--- src/rtl/frame_update_sched_pkg.sv ---
// frame_update_sched_pkg: shared state encoding, unit indices and defaults for the frame scheduler.
package frame_update_sched_pkg;

    typedef enum logic [1:0] {
        S_IDLE  = 2'd0,
        S_START = 2'd1,
        S_WAIT  = 2'd2,
        S_FIN   = 2'd3
    } state_t;

    localparam int UNIT_HERO1   = 0;
    localparam int UNIT_HERO2   = 1;
    localparam int UNIT_COLLIDE = 2;
    localparam int UNIT_SCROLL  = 3;

    localparam int DEF_TIMEOUT = 4096;

endpackage

--- src/rtl/frame_update_sched_watchdog.sv ---
// unit_watchdog: counts WAIT cycles for the current unit and pulses expire on the TIMEOUT-th one.
module unit_watchdog
    import frame_update_sched_pkg::*;
#(
    parameter int TIMEOUT = DEF_TIMEOUT
) (
    input  logic clk,
    input  logic rst_n,
    input  logic clr,
    input  logic en,
    output logic expire
);

    localparam int CW = $clog2(TIMEOUT);

    logic [CW-1:0] cnt;

    always_ff @(posedge clk or negedge rst_n) begin
        if (!rst_n)
            cnt <= '0;
        else if (clr)
            cnt <= '0;
        else if (en)
            cnt <= cnt + 1'b1;
    end

    assign expire = en && (cnt == CW'(TIMEOUT - 1));

endmodule

--- src/rtl/frame_update_sched.sv ---
// frame_update_sched: per-vsync input snapshot and sequential start/done scheduling of game update units.
module frame_update_sched
    import frame_update_sched_pkg::*;
#(
    parameter int NUM_UNITS = 4,
    parameter int TIMEOUT   = DEF_TIMEOUT,
    parameter int FCW       = 16,
    localparam int IW       = (NUM_UNITS > 1) ? $clog2(NUM_UNITS) : 1
) (
    input  logic                 clk,
    input  logic                 rst_n,
    input  logic                 vsync,
    input  logic                 sched_en,
    input  logic [1:0]           btn1,
    input  logic [1:0]           btn2,
    input  logic                 eff,
    input  logic [NUM_UNITS-1:0] done,
    input  logic                 clear_err,
    output logic [NUM_UNITS-1:0] start,
    output logic                 busy,
    output logic                 frame_done,
    output logic [FCW-1:0]       frame_cnt,
    output logic [1:0]           btn1_snap,
    output logic [1:0]           btn2_snap,
    output logic                 eff_snap,
    output logic                 overrun,
    output logic [7:0]           ovr_cnt,
    output logic                 timeout_err,
    output logic [IW-1:0]        err_unit
);

    state_t        state;
    logic [IW-1:0] idx;
    logic          vsync_d;
    logic          vs_edge;
    logic          done_cur;
    logic          last;
    logic          expire;

    assign vs_edge  = vsync_d & ~vsync;
    assign done_cur = done[idx];
    assign last     = idx == IW'(NUM_UNITS - 1);
    assign busy     = state != S_IDLE;

    unit_watchdog #(.TIMEOUT(TIMEOUT)) u_wd (
        .clk    (clk),
        .rst_n  (rst_n),
        .clr    (state == S_START),
        .en     (state == S_WAIT),
        .expire (expire)
    );

    always_ff @(posedge clk or negedge rst_n) begin
        if (!rst_n) begin
            state       <= S_IDLE;
            idx         <= '0;
            vsync_d     <= 1'b1;
            start       <= '0;
            frame_done  <= 1'b0;
            frame_cnt   <= '0;
            btn1_snap   <= '0;
            btn2_snap   <= '0;
            eff_snap    <= 1'b0;
            overrun     <= 1'b0;
            ovr_cnt     <= '0;
            timeout_err <= 1'b0;
            err_unit    <= '0;
        end else begin
            vsync_d    <= vsync;
            start      <= '0;
            frame_done <= 1'b0;
            if (clear_err) begin
                overrun     <= 1'b0;
                ovr_cnt     <= '0;
                timeout_err <= 1'b0;
                err_unit    <= '0;
            end
            // set events are written after the clear so they take priority
            if (vs_edge && state != S_IDLE) begin
                overrun <= 1'b1;
                ovr_cnt <= clear_err ? 8'd1 : ovr_cnt + {7'd0, ovr_cnt != 8'hFF};
            end
            case (state)
                S_IDLE: if (vs_edge && sched_en) begin
                    state     <= S_START;
                    idx       <= '0;
                    start     <= NUM_UNITS'(1);
                    btn1_snap <= btn1;
                    btn2_snap <= btn2;
                    eff_snap  <= eff;
                end
                S_START: state <= S_WAIT;
                S_WAIT: if (done_cur || expire) begin
                    if (!done_cur) begin
                        timeout_err <= 1'b1;
                        err_unit    <= idx;
                    end
                    if (last) begin
                        state      <= S_FIN;
                        frame_done <= 1'b1;
                    end else begin
                        idx   <= idx + 1'b1;
                        state <= S_START;
                        start <= NUM_UNITS'(1) << (idx + 1'b1);
                    end
                end
                default: begin
                    frame_cnt <= frame_cnt + 1'b1;
                    state     <= S_IDLE;
                end
            endcase
        end
    end

endmodule

--- config.mk ---
export PLATFORM = sky130hd
export DESIGN_NAME = frame_update_sched
export DESIGN_NICKNAME = d
export VERILOG_FILES = /design/src/rtl/frame_update_sched_pkg.sv /design/src/rtl/frame_update_sched_watchdog.sv /design/src/rtl/frame_update_sched.sv
export SDC_FILE = /design/constraint.sdc
export NUM_CORES = 1
export LEC_CHECK = 0
export CAP_MARGIN = 20
export CORE_AREA = 2 2 74 69
export CTS_BUF_LIST = sky130_fd_sc_hd__clkbuf_8 sky130_fd_sc_hd__clkbuf_16
export CTS_CLUSTER_SIZE = 12
export DETAILED_ROUTE_END_ITERATION = 8
export DIE_AREA = 0 0 76 71
export DONT_BUFFER_PORTS = 1
export MAX_ROUTING_LAYER = met4
export PLACE_DENSITY = 0.78
export SYNTH_ARGS = -nofsm -noshare
export SYNTH_HDL_FRONTEND = slang
export SYNTH_SLANG_ARGS = --single-unit
export TNS_END_PERCENT = 100
--- constraint.sdc ---
create_clock -name clk -period 2.1 [get_ports clk]
set_input_delay 0.42 -clock clk [delete_from_list [all_inputs] [get_ports clk]]
set_output_delay 0.42 -clock clk [all_outputs]
set_load 0.005 [all_outputs]
After elaboration in Yosys (flattened, before gate mapping):

Cells that the tools add are included.

* $add $sub $neg: 4
* magnitude comparators: 1
* equality and inequality tests: 8
* shift operators: 1
* muxes and demuxes: 32
* bitwise operators: 2
* reduce and logical (&&, ||, !) cells: 13

Operator list (count)
* two-way mux 12 bit: 2
* two-way mux 8 bit: 3
* two-way mux 2 bit: 10
* adder 16 x 1 -> 16 bit (second input constant): 1
* adder 12 x 1 -> 12 bit (second input constant): 1
* equality test 12 bit (second input constant): 1
* two-way mux 1 bit: 11
* adder 8 x 1 -> 8 bit: 1
* two-way mux 4 bit: 2
* != test 8 bit (second input constant): 1
* case mux 4 bit (2 select lines): 1
* nonzero test 2 bit: 4
* != test 2 bit (second input constant): 3
* case mux 2 bit (3 select lines): 1
* equality test 2 bit (second input constant): 2
* case mux 2 bit (2 select lines): 1
* AND reduction 2 bit: 2
* AND reduction 4 bit: 1
* << shifter 1 x 2 -> 4 bit (first input constant): 1
* logical AND 1 bit: 3
* < comparator 2 x 3 -> 1 bit (second input constant): 1
* OR reduction 3 bit: 1
* adder 2 x 1 -> 2 bit (second input constant): 1
* binary-select mux 1 bit (select 2 bit): 1
* 5 further kinds: 5

* register bits after elaboration: 55
* bits of input ports: 14
* word-level logic and storage cells: 75

Logic depth before layout (Yosys ltp):

* word-level depth: 5
* gate-level depth with buffers: 7
* gate-level depth less buffers: 7

Modules after synthesis:

A second synthesis with hierarchy kept.

* cell total of the unflattened synthesis: 232
* area, all modules: 2587.5 um2

By module, submodules not included
* frame_update_sched: times used 1, cells an instance 172, area an instance 1983.2 um2
* unit_watchdog: times used 1, cells an instance 60, area an instance 604.3 um2

Worst setup path after synthesis:

Ideal clock, no wire load.

* kind: flip-flop to flip-flop
* start point: reg state[0]
* end point: reg idx[0]
* library setup time: 126 ps
* arrival time: 1613 ps
* required time: 1974 ps
* path slack: 361 ps
* stages on the path, launching flop included: 8
* buffers on the path: 1
* period minus slack after synthesis: 1739 ps
* path through: dfrtp_1 > inv_1 > ha_1 > buf_2 > and3_1 > and4_1 > o21ai_0 > a311o_1

* word-level cells in the longest chain between the ends: 5
* elaborated cells between the ends (all ways): 10
* those cells by class: eq/ne (4); mux (1); reduce/logical (5)

RTL lines
* start: declaration: RTL line frame_update_sched.sv:32 `state_t state;`
* start signal: assignment: RTL line frame_update_sched.sv:55 `state <= S_IDLE;`
* start signal: assignment: RTL line frame_update_sched.sv:85 `state <= S_START;`
* start signal: assignment: RTL line frame_update_sched.sv:92 `S_START: state <= S_WAIT;`
* equality test 2 bit: RTL line frame_update_sched.sv:49, frame_update_sched.sv:83
* logical AND 1 bit: RTL line frame_update_sched_watchdog.sv:27 `assign expire = en && (cnt == CW'(TIMEOUT - 1));`
* logical OR 1 bit: RTL line frame_update_sched.sv:93 `S_WAIT: if (done_cur || expire) begin`
* != test 2 bit (no source line)
* AND reduction 4 bit (no source line)
* end signal: assignment: RTL line frame_update_sched.sv:102 `idx <= idx + 1'b1;`
* end: declaration: RTL line frame_update_sched.sv:33 `logic [IW-1:0] idx;`

Parallel ways exist; a longest one is shown, timed or not.
A chain may end at the register's enable or synchronous reset.

Final worst setup path:

* start point: reg state[0]
* end point: reg ovr_cnt[7]

* word-level cells in the longest chain between the ends: 3
* elaborated cells between the ends (all ways): 4
* those cells by class: mux (1); reduce/logical (3)

RTL lines
* nonzero test 2 bit (*): RTL line frame_update_sched.sv:79 `if (vs_edge && state != S_IDLE) begin`
* logical AND 1 bit (*): RTL line frame_update_sched.sv:79
* two-way mux 8 bit / nonzero test 2 bit (equally long branches)
* end signal: assignment: RTL line frame_update_sched.sv:81 `ovr_cnt <= clear_err ? 8'd1 : ovr_cnt + {7'd0, ovr_cnt != 8'hFF};`
* end: declaration: RTL line frame_update_sched.sv:27 `output logic [7:0] ovr_cnt,`

Mark *: on every way between the ends. The rest lies on a longest branch, timed or not.

==> results.toml <==
[job]
max-cap-violations = 0

[yosys]
synth_top_area_share_pct = 50.1
yosysWarnings = 0
synth_cells = 251
syn-num-nets = 278
synth_area_um2 = 2700
yosys_most_used_dff = "dfrtp_1"
seq_area_frac_synth_pct = 51.0
synth.distinct_cells = 47
synth_area_leaders = "dfrtp_1 50%, ha_1 6.0%, xnor2_1 5.5%"
synth-seq-cells = 55
async_reset_ff_share_pct = 100
avgSynthCellArea_um2 = 10.8
synth_area_leader_cell = "dfrtp_1"
synth-edff-count = 0

[cts]
clockRootBuffer = "clkbuf_8"
clkSinkCount = 55
cts_setup_buffers = 0
cts_tree = "built"
path_clk_slew_ns = 0.10
h-tree-depth = 2
cts_buffer_depth = 2
numCtsBuffers = 5
worstSkewPairLatency_ns = 0.31

[cells_and_area]
num_antenna_cells = 0
multiInputGateArea_um2 = 1250
nets = 286
num-fill-cells = 378
areaGrowthSynthToFinish_pct = 9.13
layout-drive-gt1-share_pct = 11.5
seq_area_um2 = 1380

[route]
via_per_inst = 5.86
drt_iter0_drc = 71
vias = 1906
drc_errors = 0
wl_per_cell_um = 15.7
ant_nets = 0
firstDrtPassIters = 4
wl_mm = 5.09

[power_and_ir_drop]
power.share.clock_pct = 23.0
p_sw_share_pct = 35.0
ir_worst_vdd_mv = 0.652
combPwrFrac_pct = 29.0
p_leak_nw = 1.33
power.switching_mw = 1.09
seqPwrFrac_pct = 48.0
power.density_nw_per_um2 = 1060
internal_power_mw = 2.03
power_mw = 3.12

[grt]
grt_max_degree = 56
grt_pass1_wl_mm = 8.62
grtUsageTotal_pct = 20.4
grt_pass1_vias = 1825
grt_antenna_before_repair = 0
overflow = 0

[run_status]
status = "finished, final reports clean"

[worst_setup_path]
critPathCaptureType = "flop"
path_buf_inv = 1
arrival_ns = 2.07
required_ns = 2.30
cp_slowest_cell = "or3b_1"
path_max_fanout = 7
critical_path.cell_chain = "inv_1 -> ha_1 -> or3b_1 -> nor3_1 -> xnor2_1 -> nor2_1"
critical-path-max-stage-delay_ns = 0.47
critPathLaunchType = "flop"
worst_path_dominant_cell_family = "simple AND/OR/NAND/NOR gates"
path_class = "flop to flop"

[floorplan]
fp.dieW_um = 76
rows = 24
design.core.area_um2 = 4650
pin_count = 53
initial_core_util_pct = 58.0
die-height_um = 71
die_area_um2 = 5400

[sta]
setup_tns_ns = 0
finalClockSkew_ns = 0.0106
fin_crit_sh_pct = 89.1
finalMaxSlewViolations = 0
rsz0062_at_grt = "no"
fmax_mhz = 534
hold_viol_final = 0
tightest_slew_ns = 0.535
max_slew_margin_pct = 64.0
finalSetupViolations = 0
period_minus_slack_ns = 1.87

[place]
io_buffers = 0
hpwl_mm = 3.57
routabilityCongestion = 0.829

[min_path]
hold_path.class = "input pin to flop"
## cells by family after synthesis
| kind of cell | Yosys count | synth area share, % |
|---|---|---|
| AOI/OAI and AO/OA | 42 | 10.1 |
| xor gates and xnor gates | 24 | 7.79 |
| adders and majority gates | 13 | 6.03 |
| buffers and inverters | 18 | 2.60 |
| DFF | 55 | 51.0 |
| muxes | 9 | 4.08 |
| and+or+nand+nor | 90 | 18.4 |
## cell type report
| class | instances | area share (%) |
|---|---|---|
| multi-input cells | 178 | 42.5 |
| repair buffers | 6 | 2.29 |
| inverters | 13 | 1.70 |
| clock buffers | 6 | 2.80 |
| well taps | 65 | 2.76 |
| flip-flops and latches | 55 | 46.8 |
| clock inverters | 2 | 1.19 |
## cell usage in the layout, fill, tap and decap left out, drive strengths merged, types with 5 or more instances in the layout
| cell type | count |
|---|---|
| a21oi | 7 |
| and3 | 8 |
| buf | 5 |
| clkbuf | 6 |
| dfrtp | 54 |
| ha | 13 |
| inv | 12 |
| mux2 | 6 |
| nand2 | 17 |
| nand3 | 12 |
| nand4 | 12 |
| nor2 | 14 |
| nor3 | 6 |
| o21ai | 15 |
| xnor2 | 17 |
| xor2 | 7 |
## state kept, by name, indices dropped and copies added (netlist names), 2 cells and up
| register | count |
|---|---|
| frame_cnt | 16 |
| u_wd.cnt | 12 |
| ovr_cnt | 8 |
| start | 4 |
| btn1_snap | 2 |
| btn2_snap | 2 |
| err_unit | 2 |
| idx | 2 |
| state | 2 |
## synthesized netlist by cell type, drive strengths merged (3+ instances only)
| library cell | instances |
|---|---|
| a21oi | 7 |
| and2 | 4 |
| and3 | 8 |
| and4 | 4 |
| clkbuf | 4 |
| dfrtp | 54 |
| ha | 13 |
| inv | 12 |
| mux2 | 6 |
| nand2 | 17 |
| nand2b | 3 |
| nand3 | 12 |
| nand4 | 12 |
| nor2 | 14 |
| nor3 | 6 |
| o21ai | 15 |
| xnor2 | 17 |
| xor2 | 7 |
## metal layers
metal	track usage, %	vias up	share of wire [%]
met1	26.0	922	46
met5	-	-	0
met3	6.38	6	6.1
met4	5.86	0	1.0
met2	32.0	61	47
li1	-	917	-
## metrics by stage
step	hold WS, ns	cell area, µm²	worst slack (ns)	util [%]	instances
finish	0.107	2950	0.228	63.3	325
detailed placement	0.126	2790	0.252	59.9	315
global placement	0.126	2790	0.309	59.9	315
floorplan	0.124	2700	0.361	-	251
CTS	0.0943	2950	0.221	63.3	325
global route	0.0780	2950	0.0946	63.3	325
## worst paths after layout
kind                                           startpoint                         to  slack [ns]  cells after the start
worst max register to register       state[0]$_DFFE_PN0P_     ovr_cnt[7]$_DFFE_PN0P_        0.23                      6
min in group asynchronous                           rst_n       state[0]$_DFFE_PN0P_        0.65                      2
max in group asynchronous                           rst_n          vsync_d$_DFF_PN1_        1.17                      2
worst min register to register  frame_cnt[15]$_DFFE_PN0N_  frame_cnt[15]$_DFFE_PN0N_        0.51                      1
worst min-delay path                                vsync          vsync_d$_DFF_PN1_        0.11                      0
worst max-delay path                 state[0]$_DFFE_PN0P_     ovr_cnt[7]$_DFFE_PN0P_        0.23                      6
## timing repair
item,in CTS,in global routing
hold endpoints to repair,55,0
gates resized for setup,0,0
hold buffers,2,0
## power by group through the flow
| stage | combinational, mW | sequential [mW] | clock, mW |
|---|---|---|---|
| floorplan | 0.664 | 1.46 | 0 |
| global placement | 0.852 | 1.51 | 0 |
| detailed placement | 0.872 | 1.52 | 0 |
| CTS | 0.916 | 1.50 | 0.733 |
| global route | 1.03 | 1.54 | 0.777 |
| finish | 0.905 | 1.50 | 0.718 |
Power figures use the tool's default switching activity.
